==> config.mk <==
export PLATFORM = sky130hd
export DESIGN_NAME = joint_step_driver
export DESIGN_NICKNAME = d
export VERILOG_FILES = /design/src/rtl/joint_step_driver.sv
export SDC_FILE = /design/constraint.sdc
export NUM_CORES = 1
export LEC_CHECK = 0
export CORE_UTILIZATION = 30
export CTS_BUF_LIST = sky130_fd_sc_hd__clkbuf_8 sky130_fd_sc_hd__clkbuf_16
export DETAILED_ROUTE_END_ITERATION = 16
export GPL_ROUTABILITY_DRIVEN = 0
export SLEW_MARGIN = 10
export SYNTH_ARGS = -nofsm -noshare
export SYNTH_HDL_FRONTEND = slang
export SYNTH_SLANG_ARGS = --single-unit
==> constraint.sdc <==
create_clock -name clk -period 9.2 [get_ports clk]
set_input_delay 1.84 -clock clk [delete_from_list [all_inputs] [get_ports clk]]
set_output_delay 1.84 -clock clk [all_outputs]
set_load 0.02 [all_outputs]
==> src/rtl/joint_step_driver.sv <==
// Stepper driver for one SCARA joint: scales a Q3.10 angle to a step target and steps until reached.
// Optional target clamp to +/-SOFT_LIMIT is enabled by defining JOINT_STEP_SOFT_LIMIT_EN.
module joint_step_driver #(
   parameter int unsigned STEPS_PER_RAD = 1019,
   parameter int          POS_W         = 16,
   parameter int unsigned STEP_PERIOD   = 2500,
   parameter int unsigned PULSE_WIDTH   = 250,
   parameter int unsigned DIR_SETUP     = 50,
   parameter int          SOFT_LIMIT    = 3000
) (
   input  logic                    clk,
   input  logic                    reset,
   input  logic signed [12:0]      angle,
   input  logic                    angle_valid,
   input  logic                    enable,
   output logic                    step,
   output logic                    dir,
   output logic signed [POS_W-1:0] position,
   output logic                    busy,
   output logic                    done
);

   localparam int unsigned CNT_MAX = (STEP_PERIOD > DIR_SETUP) ? STEP_PERIOD : DIR_SETUP;
   localparam int          CNT_W   = $clog2(CNT_MAX + 1);
   localparam logic [CNT_W-1:0] SETUP_LAST = CNT_W'(DIR_SETUP - 1);
   localparam logic [CNT_W-1:0] HI_LAST    = CNT_W'(PULSE_WIDTH - 1);
   localparam logic [CNT_W-1:0] LO_LAST    = CNT_W'(STEP_PERIOD - PULSE_WIDTH - 1);
   localparam logic signed [23:0] LIM      = 24'(SOFT_LIMIT);
`ifdef JOINT_STEP_SOFT_LIMIT_EN
   localparam bit CLAMP_EN = 1'b1;
`else
   localparam bit CLAMP_EN = 1'b0;
`endif

   typedef enum logic [2:0] {S_IDLE, S_SCALE, S_SETUP, S_STEP_HI, S_STEP_LO, S_DONE} state_t;

   state_t                  state_q, state_d;
   logic signed [12:0]      angle_q, angle_d;
   logic                    sc_pend_q, sc_pend_d;
   logic                    pend_q, pend_d;
   logic signed [POS_W-1:0] pend_tgt_q, pend_tgt_d;
   logic signed [POS_W-1:0] target_q, target_d;
   logic signed [POS_W-1:0] position_q, position_d;
   logic                    dir_q, dir_d;
   logic [CNT_W-1:0]        cnt_q, cnt_d;
   logic signed [POS_W-1:0] scaled, new_tgt;
   logic                    has_new;

   // floor(angle * STEPS_PER_RAD / 1024), optionally clamped before narrowing to POS_W
   function automatic logic signed [POS_W-1:0] scale_angle(input logic signed [12:0] a);
      logic signed [23:0] prod;
      logic signed [23:0] shf;
      prod = 24'(a) * $signed(24'(STEPS_PER_RAD));
      shf  = prod >>> 10;
      if (CLAMP_EN && (shf > LIM)) shf = LIM;
      if (CLAMP_EN && (shf < -LIM)) shf = -LIM;
      return POS_W'(shf);
   endfunction

   always_ff @(posedge clk or negedge reset) begin
      if (!reset) begin
         state_q    <= S_IDLE;
         angle_q    <= '0;
         sc_pend_q  <= 1'b0;
         pend_q     <= 1'b0;
         pend_tgt_q <= '0;
         target_q   <= '0;
         position_q <= '0;
         dir_q      <= 1'b0;
         cnt_q      <= '0;
      end else begin
         state_q    <= state_d;
         angle_q    <= angle_d;
         sc_pend_q  <= sc_pend_d;
         pend_q     <= pend_d;
         pend_tgt_q <= pend_tgt_d;
         target_q   <= target_d;
         position_q <= position_d;
         dir_q      <= dir_d;
         cnt_q      <= cnt_d;
      end
   end

   always_comb begin
      state_d    = state_q;
      angle_d    = angle_valid ? angle : angle_q;
      sc_pend_d  = sc_pend_q;
      pend_d     = pend_q;
      pend_tgt_d = pend_tgt_q;
      target_d   = target_q;
      position_d = position_q;
      dir_d      = dir_q;
      cnt_d      = cnt_q;
      scaled     = scale_angle(angle_q);
      // a strobe scaled this cycle supersedes an older stored one
      new_tgt    = sc_pend_q ? scaled : pend_tgt_q;
      has_new    = sc_pend_q | pend_q;
      case (state_q)
         S_IDLE: begin
            if (angle_valid) state_d = S_SCALE;
         end
         S_SCALE: begin
            target_d  = scaled;
            sc_pend_d = angle_valid;
            pend_d    = 1'b0;
            cnt_d     = '0;
            if (scaled == position_q) state_d = S_DONE;
            else begin
               state_d = S_SETUP;
               dir_d   = (scaled > position_q);
            end
         end
         S_SETUP: begin
            sc_pend_d = angle_valid;
            if (sc_pend_q) begin
               target_d = scaled;
               cnt_d    = '0;
               if (scaled == position_q) state_d = S_DONE;
               else dir_d = (scaled > position_q);
            end else if (enable) begin
               if (cnt_q == SETUP_LAST) begin
                  cnt_d   = '0;
                  state_d = S_STEP_HI;
               end else cnt_d = cnt_q + CNT_W'(1);
            end
         end
         S_STEP_HI: begin
            sc_pend_d = angle_valid;
            if (sc_pend_q) begin
               pend_d     = 1'b1;
               pend_tgt_d = scaled;
            end
            if (cnt_q == HI_LAST) begin
               cnt_d      = '0;
               position_d = dir_q ? position_q + POS_W'(1) : position_q - POS_W'(1);
               state_d    = S_STEP_LO;
            end else cnt_d = cnt_q + CNT_W'(1);
         end
         S_STEP_LO: begin
            sc_pend_d = angle_valid;
            if (sc_pend_q) begin
               pend_d     = 1'b1;
               pend_tgt_d = scaled;
            end
            if (cnt_q != LO_LAST) cnt_d = cnt_q + CNT_W'(1);
            else if (has_new) begin
               pend_d   = 1'b0;
               target_d = new_tgt;
               if (new_tgt == position_q) begin
                  cnt_d   = '0;
                  state_d = S_DONE;
               end else if ((new_tgt > position_q) != dir_q) begin
                  dir_d   = ~dir_q;
                  cnt_d   = '0;
                  state_d = S_SETUP;
               end else if (enable) begin
                  cnt_d   = '0;
                  state_d = S_STEP_HI;
               end
            end else if (position_q == target_q) begin
               cnt_d   = '0;
               state_d = S_DONE;
            end else if (enable) begin
               cnt_d   = '0;
               state_d = S_STEP_HI;
            end
         end
         S_DONE: begin
            sc_pend_d = 1'b0;
            state_d   = (angle_valid || sc_pend_q) ? S_SCALE : S_IDLE;
         end
         default: state_d = S_IDLE;
      endcase
   end

   always_comb begin
      step     = (state_q == S_STEP_HI);
      busy     = (state_q == S_SCALE) || (state_q == S_SETUP) ||
                 (state_q == S_STEP_HI) || (state_q == S_STEP_LO);
      done     = (state_q == S_DONE);
      dir      = dir_q;
      position = position_q;
   end

endmodule

After elaboration in Yosys (flattened, before gate mapping). Cells that the tools add are included.

Register bits after elaboration: 79. Bits of input ports: 17. Output and inout bits: 20. Logic and storage cells: 99.

$add $sub $neg: 3. Multiply operators: 1. Magnitude comparators: 2. Equal/unequal tests: 22. Mux-type cells: 44. Bitwise gates (word level): 2. Reduce and logical (&&, ||, !) cells: 16.

Operator list (count): 12-bit 2-to-1 mux (10); 16-bit 2-to-1 mux (5); 12-bit one-hot mux with 4 select lines (1); 16-bit one-hot mux with 3 select lines (1); 3-bit 2-to-1 mux (13); 16-bit equality test (2); 13-bit by 11-bit multiplier with 24-bit output (second input constant) (1); 3-bit one-hot mux with 6 select lines (1); 16-bit by 2-bit adder with 16-bit output (second input constant) (1); 14-bit by 16-bit equality test with 1-bit output (1); 14-bit by 16-bit > comparator with 1-bit output (1); 16-bit > comparator (1); 16-bit by 2-bit subtractor with 16-bit output (second input constant) (1); 12-bit by 1-bit adder with 12-bit output (second input constant) (1); 12-bit by 6-bit equality test with 1-bit output (second input constant) (1); 12-bit by 8-bit equality test with 1-bit output (second input constant) (1); 12-bit != test (second input constant) (1); 2-bit != test (second input constant) (6); 6-bit AND reduction (2); 1-bit 2-to-1 mux (10); 3-bit != test (second input constant) (3); 3-bit by 2-bit equality test with 1-bit output (second input constant) (2); 3-bit equality test (second input constant) (2); 1-bit one-hot mux with 3 select lines (2); 15 further kinds (20).

Longest topological paths before layout. Gate-level depths: netlist of run 1.

Depth after elaboration: 9. Mapped depth: 33. Mapped depth without buffers: 33.

Least setup slack after synthesis of run 1. No wires, ideal clock.

Kind: flip-flop to flip-flop. Start: register angle_q[12]. End: register cnt_q[0]. Setup time: 0.118 ns. Arrival: 7.351 ns. Required time: 9.082 ns. Path slack: 1.731 ns. Cell stages (with the launch flop): 28. Path buffers: 1. Period minus slack after synthesis: 7.469 ns. Cells stage by stage: dfrtp_1 -> clkbuf_1 -> inv_1 -> fa_1 -> inv_1 -> fa_1 -> fa_1 -> fa_1 -> inv_1 -> fa_1 -> inv_1 -> ha_1 -> a21oi_1 -> nor2_1 -> a211oi_1 -> o31a_4 -> a21oi_2 -> a21oi_2 -> xor2_2 -> mux2i_1 -> ha_1 -> nand3_1 -> or3_1 -> or3_1 -> o21ai_0 -> o21bai_1 -> a31o_2 -> a21o_1.

Longest elaborated chain between the ends: 9. Elaborated cells on any way between the ends: 10. Classes of those cells: mul (1); order compare (1); eq/ne (2); mux (6).

Ends and longest elaborated chain: start: declaration (line 38) `logic signed [12:0] angle_q, angle_d;`; start signal: assignment (line 73) `angle_q <= angle_d;`; 13-bit by 11-bit multiplier with 24-bit output * (line 53) `prod = 24'(a) * $signed(24'(STEPS_PER_RAD));`; 16-bit 2-to-1 mux *; via new_tgt[15] (line 46) `logic signed [POS_W-1:0] scaled, new_tgt;`; 16-bit > comparator (line 152) `end else if ((new_tgt > position_q) != dir_q) begin`; 1-bit != test (line 152); 12-bit 2-to-1 mux (line 152); 12-bit 2-to-1 mux * (line 149) `if (new_tgt == position_q) begin`; 12-bit 2-to-1 mux * (line 146) `else if (has_new) begin`; 12-bit 2-to-1 mux * (line 145) `if (cnt_q != LO_LAST) cnt_d = cnt_q + CNT_W'(1);`; 12-bit one-hot mux with 4 select lines * (line 98) `case (state_q)`; end signal: assignment (line 80) `cnt_q <= cnt_d;`; end: declaration (line 45) `logic [CNT_W-1:0] cnt_q, cnt_d;`.

Mark *: on every way through the listed nets, which the timed path passes. The rest lies on a longest branch. A chain may end at the register's enable or synchronous reset.

Final worst setup path of run 1.
Start: register angle_q[6]. End: register cnt_q[0].

Same word-level chain as after synthesis.

==> flow_metrics.tcl, run 1 <==
set metrics [dict create \
    final_area_um2 10070 \
    clock_latency_ns 0.35 \
    final_cell_mix "inv_1, ha_1, nand2_1, dfrtp_1, o21ai_0" \
    dieArea_um2 30540 \
    period_needed_ns 7.843 \
    synth_warnings 0 \
    numCtsBuffers 9 \
    grt_pass1_wl_mm 33.44 \
    path_common_cell "fa_1" \
    yosys.area_share.xor_xnor_pct 6.639 \
    via_count 6609 \
    grt_use_met1_pct 18.86 \
    synth_compound_area_share_pct 14.13 \
    htreeDepth 3 \
    met3_usage_pct 2.219 \
    seq_area_um2 1977 \
    reg2reg_depth 28 \
    grt_busiest_layer "met2" \
    r2r_end "cnt_q[0]" \
    grt.total_usage_pct 13.60 \
    wire_per_inst_um 14.08 \
    holdPathStages 2 \
    first_iter_violations 364 \
    skew_ns 0.01421 \
    io_buffers 36 \
    synth_seq_area_share_pct 22.08 \
    routed_via_density 4.724 \
    num-fill-cells 3050 \
    synth_cell_types 59 \
    ios 37 \
    drv_cap 0 \
    post-route-period-util_pct 85.25 \
    synth_fa_ha_area_share_pct 33.65 \
    cts_tree "yes" \
    synth_cells 982 \
    report.final.hold_viol_count 0 \
    synth_ff_type "dfrtp_1" \
    synth_edf_count 0 \
    r2r_start "angle_q[6]" \
    clock-sinks 79 \
    ctsHoldBuffers 0 \
    area_growth_pct 12.45 \
    cts_root_buf "clkbuf_16" \
    async_flop_share_pct 100.0 \
    synthesis.area_um2 8952 \
    slew_headroom_pct 42.64 \
    setup_violations 0 \
    reg2reg_slack_ns 1.36 \
    nets 1224 \
    drive_gt1_share_pct 6.108 \
    synth_mux_area_share_pct 4.556 \
    min_path_type "register to register" \
    cp-end-kind "register" \
    cp_data_arrival_time_ns 8.08 \
    rsz0062_at_grt "no" \
    diodes 0 \
    critPathMaxStageDelay_ns 0.55 \
    synth_seq_cells 79 \
    synth_top_family_by_area "adder cells" \
    final_common_cell "inv_1" \
    grt_max_degree 67 \
    hold_path_end "pend_tgt_q[13]" \
    crit_slowest_cell "fa_1" \
    clk_pin_slew_worst_paths_ns 0.07 \
    drtAntennaViolNets 0 \
    max_freq_mhz 127.5 \
    place.detailed.hpwl_mm 16.06 \
    firstDrtPassIters 5 \
    clockBufferDepth 2 \
    path_class "register to register" \
    grt_util_met2_pct 22.07 \
    postPlaceCellArea_um2 9748 \
    tns_ns 0 \
    maxSlewViolCount 0 \
    cts-resized-gates 0 \
    outcome "finished clean" \
    core_um2 29010 \
    worst_slew_pin_slew_ns 0.8604 \
    die_w_um 174.7 \
    post_cts_buffers 0 \
    required_ns 9.44 \
    min_from "pend_tgt_q[13]" \
    dieHeight_um 174.7 \
    drc 0 \
    multi_input_area_um2 6291 \
    worstSetupStartpointType "register" \
    synth_fp_nets 1196 \
    grt_pass1_vias 6619 \
    grt.overflow.total 0 \
    critPathMaxFanout 10 \
    start_util_pct 30.86 \
    grt_antenna_before_repair 0 \
    rows 62 \
    wl_mm 19.70 \
    synth-simple-area-share_pct 11.14 \
    syn_area_per_cell_um2 9.116 \
]
[flip-flops by register name, summed over array words and instances, names as in the netlist]
register / flops
pend_tgt_q: 16
position: 16
sc_pend_q: 1
state_q: 3
cnt_q: 12
pend_q: 1
dir: 1
angle_q: 13
target_q: 16
[synth_stat cells, types with 7 or more instances]
cell type  count  area [um2]
a21oi_1       47       235.2
nor3_1         8       40.04
mux2_2        22       247.7
mux2i_1       16       160.2
clkbuf_1      19       71.32
nand2b_1       9       56.30
xor2_1        23       201.4
fa_1          73        1461
nand3_1       12       60.06
nand4_1       14       87.58
inv_1        161       604.3
nor2_1        48       180.2
ha_1         124        1551
nand2_1       80       300.3
o21ai_0       76       380.4
xnor2_1       43       376.6
a21o_1        20       150.1
dfrtp_1       79        1977
o21a_1         7       52.55
nor2b_1       11       68.82
[worst max path at each step]
stage           startpoint          to  depth (start not counted)
6_report        angle_q[6]    cnt_q[0]                         28
5_1_grt         angle_q[6]  state_q[1]                         29
4_1_cts         angle_q[6]    cnt_q[0]                         28
3_5_place_dp    angle_q[6]    cnt_q[0]                         28
3_3_place_gp    angle_q[6]    cnt_q[0]                         28
2_1_floorplan  angle_q[12]    cnt_q[0]                         27
[critical path, delay by kind of cell (launching register included)]
kind	cells	cell delay, ns
adders and majority gates	7	3.23
AOI/OAI and AO/OA	12	2.15
and+or+nand+nor	3	0.94
DFF	1	0.47
xor gates and xnor gates	1	0.39
buffers and inverters	4	0.36
muxes	1	0.17
[through the flow]
step / hold WS (ns) / util, % / setup slack (ns) / cells
detailed placement: 0.4757 / 33.60 / 1.398 / 1383
global route: 0.5172 / 34.70 / 0.7702 / 1399
finish: 0.4878 / 34.70 / 1.357 / 1399
global placement: 0.4695 / 33.60 / 1.556 / 1383
floorplan: 0.4556 / - / 1.731 / 982
CTS: 0.4892 / 34.70 / 1.373 / 1399
[layer usage]
metal / wire (um) / vias to the layer above / share of wire [%]
li1: - / 3330 / -
met1: 9619 / 3149 / 49
met2: 9057 / 112 / 46
met3: 757 / 18 / 3.8
met4: 267 / 0 / 1.4
met5: 0 / - / 0
[area by class of cell]
type / instances / area share (%)
multi-input combinational: 718 / 62.49
sequential: 79 / 19.64
inverter: 161 / 6.003
tap: 384 / 4.773
timing repair buffer: 41 / 3.927
clock buffer: 9 / 2.237
clock inverter: 7 / 0.9321
[cell families (layout without fill, tap and decap cells)]
logic type / count (synthesis) / in the layout
simple gates: 213 / 213
compound gates: 203 / 203
fa+ha+maj: 197 / 197
buf+inv: 185 / 218
flops: 79 / 79
xor+xnor: 67 / 67
mux: 38 / 38
Power of run 1 is left out: the tool's default activity adds up to more than one toggle a clock period on the data nets, which glitch-free logic cannot reach.
==> run 2, diff against run 1 <==
Settings changed: GPL_ROUTABILITY_DRIVEN 0 to 1.
==> results of run 2 <==
The final DEF is identical to that of run 1; final timing and power are the same.
Power of run 2 is left out for the same reason.
